===== config.mk =====
export PLATFORM = sky130hd
export DESIGN_NAME = bin2bcd_seq
export DESIGN_NICKNAME = d
export VERILOG_FILES = /design/src/rtl/bcd_pkg.sv /design/src/rtl/bcd_digit_adj.sv /design/src/rtl/bin2bcd_seq.sv
export SDC_FILE = /design/constraint.sdc
export NUM_CORES = 1
export LEC_CHECK = 0
export BUFFER_PORTS_ARGS = -buffer_cell sky130_fd_sc_hd__buf_2
export CORE_MARGIN = 3
export CORE_UTILIZATION = 55
export CTS_BUF_LIST = sky130_fd_sc_hd__clkbuf_16
export CTS_CLUSTER_DIAMETER = 150
export DETAILED_ROUTE_END_ITERATION = 8
export HOLD_SLACK_MARGIN = 0.06
export PLACE_DENSITY = 0.73
export SLEW_MARGIN = 20
export SYNTH_ARGS = -nofsm -noshare
export SYNTH_HDL_FRONTEND = slang
export SYNTH_SLANG_ARGS = --single-unit

===== constraint.sdc =====
create_clock -name clk -period 2.16 [get_ports clk]
set_clock_uncertainty 0.2 [all_clocks]
set_input_delay 0.432 -clock clk [delete_from_list [all_inputs] [get_ports clk]]
set_output_delay 0.432 -clock clk [all_outputs]
set_load 0.05 [all_outputs]

===== src/rtl/bcd_pkg.sv =====
// bcd_pkg: shared widths, state encoding and defaults for the binary-to-BCD converter
package bcd_pkg;
  localparam int WIDTH = 16;
  localparam int DIGITS = 5;
  localparam int BCD_DIGIT_W = 4;
  localparam int CNT_W = $clog2(WIDTH + 1);
  typedef enum logic {S_IDLE, S_SHIFT} state_t;
endpackage


===== src/rtl/bcd_digit_adj.sv =====
// bcd_digit_adj: double-dabble digit corrector, adds 3 to any digit of 5 or more
import bcd_pkg::*;
module bcd_digit_adj (
  input  logic [BCD_DIGIT_W-1:0] d,
  output logic [BCD_DIGIT_W-1:0] q
);
  // correction wraps within 4 bits; a valid digit never exceeds 9 so 12 is the maximum result
  always_comb q = d >= 4'd5 ? d + 4'd3 : d;
endmodule


===== src/rtl/bin2bcd_seq.sv =====
// bin2bcd_seq: iterative shift-and-add-3 binary-to-BCD converter with valid/ready input and leading-zero blank mask
import bcd_pkg::*;
module bin2bcd_seq #(
  parameter int WIDTH = bcd_pkg::WIDTH,
  parameter int DIGITS = bcd_pkg::DIGITS
) (
  input  logic                  clk,
  input  logic                  rst_n,
  input  logic                  in_valid,
  output logic                  in_ready,
  input  logic [WIDTH-1:0]      in_bin,
  output logic                  out_valid,
  output logic [4*DIGITS-1:0]   out_bcd,
  output logic [DIGITS-1:0]     out_blank
);
  localparam int CW = $clog2(WIDTH + 1);
  localparam logic [DIGITS-1:0] BLANK_RST = {{(DIGITS-1){1'b1}}, 1'b0};
  state_t                state;
  logic [CW-1:0]         cnt;
  logic [WIDTH-1:0]      bin;
  logic [4*DIGITS-1:0]   scr, adj, nxt_scr;
  logic [DIGITS-1:0]     mask;
  logic                  z;
  for (genvar i = 0; i < DIGITS; i++) begin : g_adj
    bcd_digit_adj u_adj (.d(scr[4*i +: 4]), .q(adj[4*i +: 4]));
  end
  assign nxt_scr = {adj[4*DIGITS-2:0], bin[WIDTH-1]};
  assign in_ready = state == S_IDLE;
  // leading-zero mask of the post-shift scratch; digit 0 is never blanked so a zero result still shows "0"
  always_comb begin
    mask = '0;
    z = 1'b1;
    for (int i = DIGITS - 1; i > 0; i--) begin
      z = z & (nxt_scr[4*i +: 4] == 4'd0);
      mask[i] = z;
    end
  end
  // handshake, shift sequencing and registered result capture
  always_ff @(posedge clk or negedge rst_n) begin
    if (!rst_n) begin
      state <= S_IDLE;
      cnt <= '0;
      bin <= '0;
      scr <= '0;
      out_valid <= 1'b0;
      out_bcd <= '0;
      out_blank <= BLANK_RST;
    end else begin
      out_valid <= 1'b0;
      case (state)
        S_IDLE: if (in_valid) begin
          bin <= in_bin;
          scr <= '0;
          cnt <= CW'(WIDTH);
          state <= S_SHIFT;
        end
        S_SHIFT: begin
          scr <= nxt_scr;
          bin <= {bin[WIDTH-2:0], 1'b0};
          cnt <= cnt - 1'b1;
          if (cnt == CW'(1)) begin
            out_bcd <= nxt_scr;
            out_blank <= mask;
            out_valid <= 1'b1;
            state <= S_IDLE;
          end
        end
        default: state <= S_IDLE;
      endcase
    end
  end
endmodule


==> impl_results.md <==
- Run status: finished, final reports clean
- Via count of the first global-routing pass: 2462
- Switching fraction of total power: 42.80%
- Crit-path max FO: 4
- Syn-to-layout area delta: 21.16%
- Endpoints failing setup: 0
- Final antenna-violating net count: 0
- Pin count of the biggest net entering global routing: between 60 and 70
- Maximum vdd ir drop: 0.9684 mV
- First-pass GRT wire length: 11710 um
- Met2 Track Usage GR: 30.95%
- Cell Rows: 27
- Die X-Extent: about 84 um
- Total Wirelength: 6817 um
- Total Routing Usage GR: between 20% and 30%
- Worst R2R Start: scr[13]
- Clock network fraction of design power: 21.2%
- Met3 global-route usage: 7.206%
- Proportion of layout cells with a drive suffix above 1: approximately a quarter
- Sw Pwr: 3.021 mW
- Post-route standard cell area excluding fillers: 4019 sq um
- Crit-path max cell delay: 410 ps
- Number of library cell types mapped by synthesis: 41
- Length in cells of the worst reg-to-reg path: 7
- Drc violations: 0
- Post-Synthesis Cells: 341
- Initial antenna violation count: 0
- TritonCTS Sinks: 67
- Die Height: 83.66 um
- Cell with the largest stage delay on the worst path: a2111oi_4
- Final routed wire length divided by cell count: 14.44 um
- Vias per cell: 5.403
- Endpoint of the most critical register-to-register path: out_blank[3]
- Syn Nets: 372
- Worst hold stages: 3
- Core outline area: 5675 sq um
- Portion of the post-synthesis area used by sequential elements: 50.70%
- Layout Utilization: 70.81%
- Met1 routing resource usage after global routing: 28.76%
- Startpoint of the most critical hold path: in_bin[0]
- Pwr Density: between 1500 and 2000 nW/um^2
- Worst setup path class: flip-flop to flip-flop
- Overall power of the completed layout: just over 7 mW
- Post-synthesis sequential element count: 67
- Root cell of the clock tree: clkbuf_16
- # diodes: 0
- Pleak: 1.979 nW
- Number of nets in the finished design: 426
- Clock latency on the worst-skew pair: 320 ps
- Top-level port count: 46
- PortBufs: 44
- Slew Limit Fails: 0
- FF-to-FF setup slack: 70 ps
- Required time worst endpoint: 2220 ps
- Average size of a mapped cell: 9.727 sq um
- Clock tree from TritonCTS: built
- Placer congestion estimate: 0.7625
- Post-detail-place hpwl: 4627 um
- Hold WC Path Type: primary input to flip-flop
- Fmax: 0.4775 GHz
- Time the final worst path needs with I/O delays and setup: between 2000 and 2500 ps
- Global route hottest layer: met2
- Post-route clock period utilization: a little over nine tenths
- Family with the most delay on the worst path: simple AND/OR/NAND/NOR gates
- Count of warnings emitted by yosys: 0
- Arrival time at the worst endpoint: 2160 ps
- Initial Utilization: 58.44%
- Max Root-Sink Buffers: 2
- Power share of the combinational group: 47.7%
- Hold endpoint: bin[0]
- Area enclosed by the die boundary: 6999 sq um
- Final hold violations: 0
- CP endpoint kind: flip-flop
- Drt first-iter violations: ~140
- Portion of total power attributed to sequential cells: just over 30%
- Critical-path cell list: inv_1 -> ha_1 -> nand2b_1 -> nor3b_2 -> nand3b_4 -> a2111oi_4 -> mux2_2
- Clock Pin Slew Worst Setup and Hold Paths: 50 ps
- Total buffers and inverters traversed by the critical path: 1
- Maximum level of the CTS H-tree: 3
- Mapped Area: between 3000 and 4000 sq um
- Number of search-and-repair iterations in the first detailed-routing pass: 4
- Placed standard-cell area: ~3700 sq um
- Congestion Overflow GR: 0
- Num CTS Buffers: 9
- Max-capacitance violation count: 0
- Routed via count: 2550
- Type of origin of the critical path: flip-flop
- Internal power summed over all cells: 4.038 mW
==> worst min-delay path, stage by stage <==
cell and delay, ps:
buf_2 80, mux2i_1 60, nor2_1 90
==> how the worst max path moves through the flow <==
| stage | start | end | slack, ps | cells past startpoint |
|---|---|---|---|---|
| floorplan | state | in_ready | 200 | 3 |
| global placement | scr[16] | out_blank[1] | 130 | 7 |
| detailed placement | scr[16] | out_blank[1] | 50 | 7 |
| CTS | scr[16] | out_blank[1] | 20 | 7 |
| global route | scr[13] | out_blank[1] | -20 | 7 |
| finish | scr[13] | out_blank[3] | 70 | 7 |
==> sequential cells by signal (all words and copies together) (netlist names) <==
register,count
cnt,5
bin,16
out_blank,4
out_valid,1
scr,20
out_bcd,20
state,1
==> cell type report <==
| class | count | area [sq um] |
|---|---|---|
| flip-flops and latches | 67 | 1684 |
| inverters | 14 | 52.55 |
| clock buffers | 9 | 225.2 |
| repair buffers | 61 | 362.8 |
| well taps | 72 | 90.09 |
| multi-input cells | 242 | 1520 |
| clock inverters | 7 | 83.83 |
| fillers | 459 | 1657 |
==> placed cells by master, fill, tap and decap left out, drive strengths merged, types with 5 or more instances in the layout <==
| cell | count |
|---|---|
| nand2 | 85 |
| dfrtp | 63 |
| buf | 60 |
| o21ai | 37 |
| mux2i | 23 |
| a21oi | 16 |
| inv | 15 |
| ha | 12 |
| o22ai | 10 |
| nor2 | 9 |
| clkbuf | 9 |
| nor3b | 8 |
| xnor2 | 6 |
| nand2b | 5 |
| o31ai | 5 |
==> kinds of logic after synthesis <==
kind of cell	count (synthesis)	synth area share, %
muxes	25	7.620
AOI/OAI and AO/OA	77	14.75
other	1	0.1131
and+or+nand+nor	120	16.56
adders and majority gates	12	4.526
DFF	67	50.70
buffers and inverters	32	3.886
xor gates and xnor gates	7	1.848
==> metal layers <==
metal	share of wire, %	vias up
li1	-	1268
met4	1.3	0
met1	46	1195
met5	0	-
met2	45	77
met3	7.6	10
==> cells in the mapped netlist (all sizes together) <==
cell type	count	share of area, %
mux2i	23	6.9
nor2	9	1.0
o31ai	5	1.1
xnor2	6	1.6
xor2	1	0.26
a32o	1	0.30
a21oi	16	3.2
and3	1	0.19
o22ai	10	1.9
a21o	4	0.91
buf	8	1.2
mux2	2	0.68
a2111oi	1	0.83
inv	14	1.6
ha	12	4.5
dfrtp	63	48
or2	1	0.19
nand3b	3	1.1
nor3b	8	2.0
nor3	2	0.30
o21ai	37	5.7
nand2	85	9.6
nand3	2	0.45
and2	3	0.57
dfstp	4	3.2
and4	1	0.26
a22o	3	0.79
nand2b	5	0.94
clkbuf	10	1.1
conb	1	0.11
==> through the flow <==
stage	instances	TNS, ps	hold WS (ps)	setup WS (ps)
after global routing	472	-25.35	184.1	-18.42
after detailed placement	451	0	81.31	53.99
after CTS	468	0	173.5	20.30
after floorplan	341	0	-63.59	199.3
after global placement	451	0	77.77	130.1
final	472	0	170.9	65.75
==> what timing repair did <==
item / in CTS / in global routing
hold buffers: 1 / 0
endpoints found under the setup margin: 0 / 3
setup buffers: 0 / 4
endpoints found under the hold margin: 6 / 0
gates resized for setup: 0 / 7
==> power groups by stage <==
stage | Combinational (mW) | Sequential (mW) | Clock (mW)
5_1_grt | 3.74 | 2.28 | 1.59
6_report | 3.37 | 2.19 | 1.50
2_1_floorplan | 1.94 | 2.73 | 0
3_5_place_dp | 3.25 | 2.20 | 0
3_3_place_gp | 3.15 | 2.17 | 0
4_1_cts | 3.28 | 2.18 | 1.53
No activity file was read; power rests on OpenSTA's default activity.
